<file path="src/rtl/wb_write_buffer.sv">
// Write-back buffer: queues register-file writes until the shared bank port is free.
// Optional operand bypass lookup is enabled by defining WB_BYPASS_EN.
module wb_write_buffer #(
  parameter int R_DATA_WIDTH   = 32,
  parameter int REG_ADDR_WIDTH = 6,
  parameter int WARP_ID_WIDTH  = 5,
  parameter int DEPTH          = 4
) (
  input  logic                       clk,
  input  logic                       rst,
  input  logic                       valid_wb,
  input  logic                       rwe_wb,
  input  logic [R_DATA_WIDTH-1:0]    rdata_wb,
  input  logic [REG_ADDR_WIDTH-1:0]  raddr_wb,
  input  logic [WARP_ID_WIDTH-1:0]   wid_wb,
  output logic                       ready_wb,
  input  logic                       rf_rd_busy,
  output logic                       rf_we,
  output logic [REG_ADDR_WIDTH-1:0]  rf_waddr,
  output logic [WARP_ID_WIDTH-1:0]   rf_wwarp,
  output logic [R_DATA_WIDTH-1:0]    rf_wdata,
  output logic [$clog2(DEPTH):0]     count,
  input  logic [REG_ADDR_WIDTH-1:0]  rd_addr,
  input  logic [WARP_ID_WIDTH-1:0]   rd_warp,
  output logic                       byp_hit,
  output logic [R_DATA_WIDTH-1:0]    byp_data
);

  localparam int CNT_WIDTH = $clog2(DEPTH) + 1;
  localparam int PTR_WIDTH = $clog2(DEPTH);

  logic [R_DATA_WIDTH-1:0]   data_mem [DEPTH];
  logic [REG_ADDR_WIDTH-1:0] addr_mem [DEPTH];
  logic [WARP_ID_WIDTH-1:0]  warp_mem [DEPTH];
  logic [PTR_WIDTH-1:0]      wr_ptr;
  logic [PTR_WIDTH-1:0]      rd_ptr;
  logic                      enq;
  logic                      deq;

  assign ready_wb = (count != CNT_WIDTH'(DEPTH));
  assign enq      = valid_wb & rwe_wb & ready_wb;
  assign deq      = (count != '0) & ~rf_rd_busy;

  // Operand reads own the bank port; the head drains only on idle cycles.
  assign rf_we    = deq;
  assign rf_waddr = addr_mem[rd_ptr];
  assign rf_wwarp = warp_mem[rd_ptr];
  assign rf_wdata = data_mem[rd_ptr];

  always_ff @(posedge clk or posedge rst) begin
    if (rst) begin
      wr_ptr <= '0;
      rd_ptr <= '0;
      count  <= '0;
      for (int i = 0; i < DEPTH; i++) begin
        data_mem[i] <= '0;
        addr_mem[i] <= '0;
        warp_mem[i] <= '0;
      end
    end else begin
      if (enq) begin
        data_mem[wr_ptr] <= rdata_wb;
        addr_mem[wr_ptr] <= raddr_wb;
        warp_mem[wr_ptr] <= wid_wb;
        wr_ptr           <= wr_ptr + 1'b1;
      end
      if (deq) begin
        rd_ptr <= rd_ptr + 1'b1;
      end
      case ({enq, deq})
        2'b10:   count <= count + 1'b1;
        2'b01:   count <= count - 1'b1;
        default: count <= count;
      endcase
    end
  end

`ifdef WB_BYPASS_EN
  logic [PTR_WIDTH-1:0] idx;

  // Scan oldest to youngest so the last match seen is the youngest entry.
  always_comb begin
    byp_hit  = 1'b0;
    byp_data = '0;
    idx      = '0;
    for (int k = 0; k < DEPTH; k++) begin
      idx = rd_ptr + PTR_WIDTH'(k);
      if ((CNT_WIDTH'(k) < count) && (warp_mem[idx] == rd_warp) &&
          (addr_mem[idx] == rd_addr)) begin
        byp_hit  = 1'b1;
        byp_data = data_mem[idx];
      end
    end
  end
`else
  logic unused_lookup;

  assign unused_lookup = ^{rd_addr, rd_warp};
  assign byp_hit       = 1'b0;
  assign byp_data      = '0;
`endif

endmodule

</file>
<file path="config.mk">
export PLATFORM = sky130hd
export DESIGN_NAME = wb_write_buffer
export DESIGN_NICKNAME = d
export VERILOG_FILES = /design/src/rtl/wb_write_buffer.sv
export SDC_FILE = /design/constraint.sdc
export NUM_CORES = 1
export LEC_CHECK = 0
export CORE_MARGIN = 4
export CORE_UTILIZATION = 50
export CTS_CLUSTER_DIAMETER = 50
export DETAILED_ROUTE_END_ITERATION = 8
export PLACE_DENSITY = 0.77
export SYNTH_ARGS = -nofsm -noshare
export SYNTH_HDL_FRONTEND = slang
export SYNTH_SLANG_ARGS = --single-unit
</file>
<file path="constraint.sdc">
create_clock -name clk -period 7.7 [get_ports clk]
set_input_delay 1.54 -clock clk [delete_from_list [all_inputs] [get_ports clk]]
set_output_delay 1.54 -clock clk [all_outputs]
set_load 0.005 [all_outputs]
</file>
==> metrics.txt <==
Hold Path Sink=data_mem[12]$_DFFE_PP0P_; Final Setup Violations=0; Layout area overhead=17.5%; Inserted Diodes=0; pre-CTS WS=3.24 ns; Tightest Hold Check Type=reg -> reg; Flop pwr share=38.2%; Synth Cell Area=0.00877 mm2; max_cap viols=0; Detail Placement HPWL=10.6 mm; warnings from Yosys=0; number of buffers created by CTS=17; Post-route DRC=0; Tmin final=4.32 ns; slack of the critical path=3.38 ns; largest net degree at the start of global routing=104; fin util=59.7%; complex-gate fraction of the synthesized area=0%; cell internal pwr=0.00338 W; Die W=140 um; pins over their slew limit=0; R2R Path Start=count[2]$_DFFE_PP0P_; Psw=0.00126 W; GPL Wtd Cong=0.773; Clock Tree Buf Depth=2; Fin Clk Skew=0.00682 ns; reg2reg end=data_mem[11]$_DFFE_PP0P_; RSZ-0062 raised after global routing=false; Clk network pwr share=18.8%; CP required=6.16 ns; layout cells sized above 1=43.4%; largest family of logic cells by synthesized area=multiplexers; Pleak=4.51 nW; cell mode on critical path=clkdlybuf4s50_1; slowest CP cell=clkdlybuf4s50_1; H-Tree Depth=4; largest area contributor in the synthesized netlist=dfrtp_1; DIE HEIGHT=140 um; sequence of cells on the critical path=clkdlybuf4s50_1, nor2_1, clkdlybuf4s50_1; hold-fix buffers at CTS=0; # resized after CTS=0; Top Ports=140; DRT antenna net count=0; Netlist cell types=21; critical path's largest stage delay=0.56 ns; Crit path arrival time=2.78 ns; fin crit share=56.1%; VDD IR-drop max=0.230 mV; vias post-DR=4376; Switching Share=27.2%; global-route wire length before repair=28.1 mm; # port buffers=95; cell depth of the worst hold path=1; core footprint=0.0172 mm2; top cells by area, synth=dfrtp_1 (51%), mux2_4 (27%), mux4_2 (11%); status=finished clean; post-DR wirelength/cell=20.9 um; Fmax=232 MHz; Row Count=48; sequential-to-total area share from yosys stat=51.1%; max_slew headroom=30.8%; r2r worst-path depth=4; final setup TNS=0 ns; Initial DRC Count=271; hold path start=data_mem[12]$_DFFE_PP0P_; setup slack, reg-to-reg=4.95 ns; gr ovfl total=0; power per cell area=451 mW/mm2; Root Driver=clkbuf_16; Fin. Hold Viols=0; startpoint type of the worst setup path=input pin; Synth Register Bits=179; Yosys top cell area share=51.1%; Mapped Avg Cell Area=18.0 um2; Setup Buffers After CTS=0; latest clock arrival within the worst-skew pair=0.42 ns; Post-Synth Simple-Gate Area=1.38%; Starting Density=50.9%; CTS tree=yes; Hold WS=0.503 ns; Via-to-Cell Ratio=5.34; number of global-route vias before repair=5051; CP endpoint kind=output port; final wirelength=17.1 mm; Comb power frac=43.0%; crit path launch=rf_rd_busy; critical path type=in -> out; TritonCTS sink count=179; CP Max Fanout=3; router iterations before antenna repair=4; Worst Tran Pin Value=1.04 ns; Post-Synthesis Cells=487; Adder-Cell Fraction of Synth Area=0.942%; antenna violations before repair=0; Post-Synth XOR/XNOR Area=0.599%; die area=0.0197 mm2; All-Layer GR Usage=18.3%; mux contribution to synthesized area=40.2%; Nets=646; Worst-path clk slew=0.06 ns
-- critical path: cells and delay by family --
kind,cells,cell delay [ns]
simple gates,1,0.25
buf+inv,2,0.99
-- power by group through the flow --
stage	logic (W)	registers [W]	clock network [W]
final	0.00200	0.00178	0.000872
after floorplan	0.00144	0.00160	0
after detailed placement	0.00203	0.00178	0
after global routing	0.00213	0.00185	0.000933
after CTS	0.00204	0.00178	0.000892
after global placement	0.00199	0.00174	0
-- stage by stage --
stage          instances  cell area [um2]  total power [W]
3_5_place_dp         787             9710          0.00381
2_1_floorplan        519             8890          0.00304
4_1_cts              819            10300          0.00471
5_1_grt              819            10300          0.00491
6_report             819            10300          0.00465
3_3_place_gp         787             9710          0.00373
-- worst max-delay path by stage --
stage | endpoint | cells after the start
after CTS | rf_we | 3
after floorplan | addr_mem[0]$_DFFE_PP0P_ | 1
final | rf_we | 3
after global routing | rf_we | 3
after global placement | data_mem[12]$_DFFE_PP0P_ | 5
after detailed placement | data_mem[11]$_DFFE_PP0P_ | 5
-- cells in the final DEF, fill, tap and decap left out, drive strengths merged --
cell type,count
inv,9
fa,1
ha,5
nor3b,6
buf,7
clkinvlp,2
bufinv,3
mux4,43
mux2i,1
clkdlybuf4s50,95
nor2,3
nand2,1
nor3,1
xor2,4
conb,33
clkinv,3
mux2,173
clkbuf,23
dfrtp,179
xnor2,2
-- Yosys cell counts --
cell        n
ha_1        5
clkbuf_1    4
xnor2_1     2
nor3_1      1
inv_1       8
buf_1       1
mux2_2     13
dfrtp_1   179
nand2_1     1
mux2i_1     1
buf_4      33
mux4_2     43
mux2_4    160
nor3b_1     1
xor2_1      4
buf_2       5
buf_6      16
conb_1      1
nor3b_4     5
fa_1        1
nor2_1      3
-- layout make-up --
type | instances | area, um2
multi-input combinational | 273 | 3910
clock inverter | 9 | 129
sequential | 179 | 4480
inverter | 8 | 35.0
tap | 225 | 282
fill | 1238 | 6940
timing repair buffer | 102 | 1000
clock buffer | 23 | 458
-- kinds of logic after synthesis --
logic type,Yosys count
XOR/XNOR,6
adder cells (fa/ha/maj),6
buffers and inverters,67
flip-flops,179
multiplexers,217
other,1
AND/OR/NAND/NOR,11
-- registers in the layout, indices dropped and copies added (netlist names) --
| name | count |
|---|---|
| addr_mem | 24 |
| warp_mem | 20 |
| wr_ptr | 2 |
| rd_ptr | 2 |
| count | 3 |
| data_mem | 128 |
-- metal layers --
metal	wire length (um)	GRT usage, %	vias up
li1	-	-	1898
met1	7460	24.3	2355
met2	8540	29.5	100
met3	851	5.33	23
met4	265	5.20	0
met5	0	0	-
Power figures use the tool's default switching activity.
